**config.mk**
```make
export PLATFORM = sky130hd
export DESIGN_NAME = regfile_mp
export DESIGN_NICKNAME = d
export VERILOG_FILES = /design/src/rtl/regfile_mp_pkg.sv /design/src/rtl/regfile_rd_port.sv /design/src/rtl/regfile_mp.sv
export SDC_FILE = /design/constraint.sdc
export NUM_CORES = 2
export LEC_CHECK = 0
export BUFFER_PORTS_ARGS = -buffer_cell sky130_fd_sc_hd__buf_2
export CAP_MARGIN = 10
export CORE_MARGIN = 3
export CORE_UTILIZATION = 45
export DETAILED_ROUTE_END_ITERATION = 6
export PLACE_DENSITY_LB_ADDON = 0.2
export SYNTH_ARGS = -nofsm -noshare
export SYNTH_HDL_FRONTEND = slang
export SYNTH_SLANG_ARGS = --single-unit
```
**constraint.sdc**
```tcl
create_clock -name clk -period 4.8 [get_ports clk]
set_clock_uncertainty 0.2 [all_clocks]
set_input_delay 0.72 -clock clk [delete_from_list [all_inputs] [get_ports clk]]
set_output_delay 0.72 -clock clk [all_outputs]
set_load 0.03 [all_outputs]
```
**src/rtl/regfile_mp_pkg.sv**
```systemverilog
// Shared constants and types for the multi-port register file.
// Polarity constants, the zero word and default widths live here only.
package regfile_mp_pkg;

    localparam logic RST_ACTIVE = 1'b1;
    localparam logic EN_ACTIVE  = 1'b1;

    localparam int unsigned DEFAULT_DATA_W = 32;
    localparam int unsigned DEFAULT_ADDR_W = 5;

    localparam logic [DEFAULT_DATA_W-1:0] ZERO_WORD = '0;

    typedef enum logic {
        StInit,
        StReady
    } rf_state_e;

endpackage

```
**src/rtl/regfile_rd_port.sv**
```systemverilog
// One read port of regfile_mp: write-to-read bypass mux and busy qualification.
// Highest-index matching write port wins the bypass.
module regfile_rd_port
    import regfile_mp_pkg::*;
#(
    parameter int unsigned DATA_W = DEFAULT_DATA_W,
    parameter int unsigned ADDR_W = DEFAULT_ADDR_W,
    parameter int unsigned NUM_WR = 2
) (
    input  logic                     ready,
    input  logic                     rd_en,
    input  logic [ADDR_W-1:0]        rd_addr,
    input  logic [NUM_WR-1:0]        wr_act,
    input  logic [NUM_WR*ADDR_W-1:0] wr_addr,
    input  logic [NUM_WR*DATA_W-1:0] wr_data,
    input  logic [DATA_W-1:0]        arr_data,
    input  logic                     arr_busy,
    output logic [DATA_W-1:0]        rd_data,
    output logic                     rd_busy
);

    localparam logic [DATA_W-1:0] ZERO = DATA_W'(ZERO_WORD);

    logic              hit;
    logic [DATA_W-1:0] fwd_data;

    // wr_act is already qualified by READY and a non-zero address.
    always_comb begin
        hit      = 1'b0;
        fwd_data = ZERO;
        for (int w = 0; w < NUM_WR; w++) begin
            if (wr_act[w] && (wr_addr[w*ADDR_W +: ADDR_W] == rd_addr)) begin
                hit      = 1'b1;
                fwd_data = wr_data[w*DATA_W +: DATA_W];
            end
        end
    end

    always_comb begin
        rd_data = ZERO;
        rd_busy = 1'b0;
        if (ready && (rd_en == EN_ACTIVE) && (rd_addr != '0)) begin
            rd_data = hit ? fwd_data : arr_data;
            rd_busy = arr_busy & ~hit;
        end
    end

endmodule

```
**src/rtl/regfile_mp.sv**
```systemverilog
// Multi-port register file with busy scoreboard and post-reset clear sweep.
// Holds the array, write priority, busy vector and the INIT/READY FSM.
module regfile_mp
    import regfile_mp_pkg::*;
#(
    parameter int unsigned DATA_W = DEFAULT_DATA_W,
    parameter int unsigned ADDR_W = DEFAULT_ADDR_W,
    parameter int unsigned NUM_RD = 2,
    parameter int unsigned NUM_WR = 2
) (
    input  logic                     clk,
    input  logic                     rst,
    output logic                     init_done,
    input  logic [NUM_WR-1:0]        wr_en,
    input  logic [NUM_WR*ADDR_W-1:0] wr_addr,
    input  logic [NUM_WR*DATA_W-1:0] wr_data,
    input  logic                     alloc_en,
    input  logic [ADDR_W-1:0]        alloc_addr,
    input  logic [NUM_RD-1:0]        rd_en,
    input  logic [NUM_RD*ADDR_W-1:0] rd_addr,
    output logic [NUM_RD*DATA_W-1:0] rd_data,
    output logic [NUM_RD-1:0]        rd_busy
);

    localparam int unsigned       DEPTH = 2 ** ADDR_W;
    localparam logic [ADDR_W-1:0] LAST  = ADDR_W'(DEPTH - 1);
    localparam logic [DATA_W-1:0] ZERO  = DATA_W'(ZERO_WORD);

    rf_state_e         state_q, state_d;
    logic [ADDR_W-1:0] ptr_q, ptr_d;
    logic              ready;
    logic [NUM_WR-1:0] wr_act;
    logic              alloc_act;

    logic [DATA_W-1:0] regs [DEPTH];
    logic [DEPTH-1:0]  busy_q, busy_d;

    // Gating with rst keeps outputs quiet from time zero, before the first edge.
    assign ready     = (state_q == StReady) && (rst != RST_ACTIVE);
    assign init_done = ready;
    assign alloc_act = ready && (alloc_en == EN_ACTIVE) && (alloc_addr != '0);

    always_comb begin
        wr_act = '0;
        for (int w = 0; w < NUM_WR; w++) begin
            wr_act[w] = ready && (wr_en[w] == EN_ACTIVE) &&
                        (wr_addr[w*ADDR_W +: ADDR_W] != '0);
        end
    end

    always_comb begin
        state_d = state_q;
        ptr_d   = ptr_q;
        unique case (state_q)
            StInit: begin
                ptr_d = ptr_q + 1'b1;
                if (ptr_q == LAST) begin
                    state_d = StReady;
                end
            end
            StReady: state_d = StReady;
            default: state_d = StInit;
        endcase
    end

    always_ff @(posedge clk) begin
        if (rst == RST_ACTIVE) begin
            state_q <= StInit;
            ptr_q   <= ADDR_W'(1);
        end else begin
            state_q <= state_d;
            ptr_q   <= ptr_d;
        end
    end

    // Register 0 is never written; ports force its read value to zero.
    always_ff @(posedge clk) begin
        if (state_q == StInit) begin
            regs[ptr_q] <= ZERO;
        end else begin
            for (int w = 0; w < NUM_WR; w++) begin
                if (wr_act[w]) begin
                    regs[wr_addr[w*ADDR_W +: ADDR_W]] <= wr_data[w*DATA_W +: DATA_W];
                end
            end
        end
    end

    // Writes clear first so a same-cycle alloc to the same register wins.
    always_comb begin
        busy_d = busy_q;
        for (int w = 0; w < NUM_WR; w++) begin
            if (wr_act[w]) begin
                busy_d[wr_addr[w*ADDR_W +: ADDR_W]] = 1'b0;
            end
        end
        if (alloc_act) begin
            busy_d[alloc_addr] = 1'b1;
        end
        busy_d[0] = 1'b0;
    end

    always_ff @(posedge clk) begin
        if (rst == RST_ACTIVE) begin
            busy_q <= '0;
        end else if (ready) begin
            busy_q <= busy_d;
        end
    end

    for (genvar k = 0; k < NUM_RD; k++) begin : g_rd
        logic [ADDR_W-1:0] addr;
        assign addr = rd_addr[k*ADDR_W +: ADDR_W];

        regfile_rd_port #(
            .DATA_W (DATA_W),
            .ADDR_W (ADDR_W),
            .NUM_WR (NUM_WR)
        ) u_rd_port (
            .ready    (ready),
            .rd_en    (rd_en[k]),
            .rd_addr  (addr),
            .wr_act   (wr_act),
            .wr_addr  (wr_addr),
            .wr_data  (wr_data),
            .arr_data (regs[addr]),
            .arr_busy (busy_q[addr]),
            .rd_data  (rd_data[k*DATA_W +: DATA_W]),
            .rd_busy  (rd_busy[k])
        );
    end

endmodule
```
==> impl_results.md <==
- Status: completed
- Worst path slowest cell: dfxtp_1
- Worst Hold Class: input pin to flip-flop
- Area grow syn2layout: 11.1%
- FMAX: 0.213 GHz
- CTS tree: done
- TritonCTS Buffers: 117
- Clock Pin Slew Worst Setup and Hold Paths: 60 ps
- P per Cell Area: 310 nW/um^2
- Initial antenna violation count: 9
- Slew HR: 0.181
- Via count: 46963
- Post-CTS sizing: 0
- Clk_lat worst skew: 730 ps
- Post-route DRC violation count: 0
- Worst Max-Slew Pin Slew: 1230 ps
- Initial Utilization: 0.455
- CP startpoint kind: flip-flop
- Syn_nets: 5207
- Avg Synthesized Cell Area: 12.1 sq um
- Cells along the critical path: nor2b_1 -> buf_4 -> o311ai_4 -> nor4_4 -> or3b_2 -> buf_4 -> o221ai_1 -> buf_2
- Crit Path Class: flip-flop to output pin
- Design area: 68800 sq um
- Register area share after synthesis: 0.509
- Port Buffers: 162
- Nets: 5021
- Die height: 377 microns
- Max VDD drop: 0.356 mV
- Clk buf depth: 3
- Clock sinks: 1061
- Cells after Synth: 5109
- Largest net degree at the start of global routing: 67
- Yosys reg bits: 1061
- DR iter-0 viols: 8020
- Util after Layout: 0.506
- DP Area: 64900 sq um
- Ys async rst share: 0
- TNS Setup: 0 ps
- Detail Placement HPWL: 138 mm
- H-tree Lvls: 3
- Leak: 20.8 nW
- Die W: 377 microns
- Final cycle utilization of the critical path: 0.978
- Worst setup EP type: output pin
- Final setup viols: 0
- Antenna Nets Post-Route: 0
- Post-synth EDFFs: 1024
- RSZ-0062 raised after global routing: no
- Core ar.: 136000 sq um
- Setup slack, reg-to-reg: 1020 ps
- Pins over their slew limit: 0
- IO Pins: 163
- CP dominant cell by count: buf_4
- Detailed-router iteration count before antenna repair: 6
- CP Data Arrival Time: 3770 ps
- Die area: 142000 sq um
- Via density: 6.89
- Root Buffer: clkbuf_16
- DRT Wirelength: 244 mm
- Mapped Area: 61900 sq um
- GR Util All Layers: 0.341
- Critical Path RT: 3880 ps
- Yosys warnings: 0
- Drt wl/cell: 35.9 microns
- Vias in the first global route: 44090
- Rows: 135
- Max-cap violations: 0
- Gpl congestion: 0.870
- CP max stage delay: 600 ps
- Final worst path period need: 4690 ps
- Final hold vios: 0
- First-pass GRT wire length: 340 mm
- Layout cells sized above 1: 0.241
- Setup bufs post-CTS: 0
- FILL cells: 11333
- Commonest non-fill, non-tap cells in the layout: nand2_1 (1077), edfxtp_1 (1024), o21ai_0 (1022)
- Main synth FF type: edfxtp_1
- Commonest non-fill, non-tap cell in the layout: nand2_1
- Post-synth cell types: 65
- Crit path max fanout: 13
- Grt ovf: 0
==> cell type report <==
type | instances | area [sq um] | area share
multi-input cells | 3316 | 27900 | 0.406
clock inverters | 81 | 759 | 0.0110
repair buffers | 359 | 3040 | 0.0441
inverters | 68 | 262 | 0.00380
well taps | 1781 | 2230 | 0.0324
flip-flops and latches | 1061 | 31500 | 0.458
diodes | 10 | 25.0 | 0.000364
clock buffers | 138 | 3030 | 0.0440
==> routing by layer <==
layer | vias to the layer above | global-route usage | part of all wire
li1 | 19052 | - | -
met1 | 23230 | 0.459 | 0.36
met2 | 3955 | 0.505 | 0.44
met3 | 722 | 0.0994 | 0.15
met4 | 4 | 0.170 | 0.057
met5 | - | 0 | 0.00010
==> timing repair <==
item / CTS / global route
hold buffers: 2 / 0
endpoints found under the setup margin: 0 / 0
endpoints found under the hold margin: 1 / 0
==> report_power, final <==
part	leakage [nW]	internal, mW	switching, mW
logic	10.6	0.717	1.15
clock network	1.85	5.15	4.02
registers	8.42	10.2	0.0874
==> synthesized netlist by cell type, types with 4 or more instances <==
| cell type | n | area [sq um] |
|---|---|---|
| nand2_1 | 1077 | 4040 |
| o21ai_0 | 1029 | 5150 |
| edfxtp_1 | 1024 | 30700 |
| mux4_2 | 593 | 13400 |
| clkbuf_1 | 421 | 1580 |
| mux2i_1 | 167 | 1670 |
| buf_2 | 158 | 791 |
| a22oi_1 | 84 | 631 |
| inv_1 | 65 | 244 |
| nor2_1 | 51 | 191 |
| buf_1 | 43 | 161 |
| a32oi_1 | 39 | 342 |
| dfxtp_1 | 37 | 741 |
| a21oi_1 | 36 | 180 |
| nand3_1 | 36 | 180 |
| o221ai_1 | 30 | 263 |
| buf_4 | 24 | 180 |
| o21bai_1 | 23 | 173 |
| nor3_1 | 22 | 110 |
| clkbuf_2 | 15 | 75.1 |
| xnor2_1 | 13 | 114 |
| nor3b_1 | 11 | 82.6 |
| nor4_1 | 9 | 56.3 |
| xor2_1 | 9 | 78.8 |
| nor2b_1 | 8 | 50.1 |
| nand3b_1 | 7 | 52.6 |
| or3_1 | 6 | 37.5 |
| nand2b_1 | 5 | 31.3 |
| nor2_2 | 5 | 31.3 |
| nor4b_1 | 4 | 35.0 |
==> logic make-up after synthesis <==
logic type | synth area share
AOI/OAI and AO/OA | 0.112
DFF | 0.509
buffers and inverters | 0.0497
muxes | 0.243
and+or+nand+nor | 0.0830
xor gates and xnor gates | 0.00311
adders and majority gates | 0.000404
==> critical path, delay by kind of cell (launching register included) <==
| family | cells | cell delay [ps] |
|---|---|---|
| AO/OA/AOI/OAI | 2 | 340 |
| AND/OR/NAND/NOR | 3 | 1190 |
| buffers and inverters | 3 | 890 |
| flip-flops | 1 | 600 |
==> registers in the layout (all words and copies together) (netlist names) <==
| register | count |
|---|---|
| state_q | 1 |
| regs | 1024 |
| busy_q | 31 |
| ptr_q | 5 |
==> per-stage QoR <==
stage	worst slack, ps	instances	hold slack, ps	power, mW
finish	106	6814	184	21.3
global placement	557	6583	286	12.3
global route	42.7	6805	219	21.8
floorplan	-120	5109	267	11.6
detailed placement	529	6583	303	12.3
CTS	175	6804	133	21.3
==> worst paths after layout <==
check,from,endpoint,cells past startpoint
min reg2reg,busy_q[14],busy_q[14],2
max,state_q,rd_data[1],8
min,alloc_addr[1],busy_q[29],3
max reg2reg,state_q,regs[25][7],6
Power figures use the tool's default switching activity.
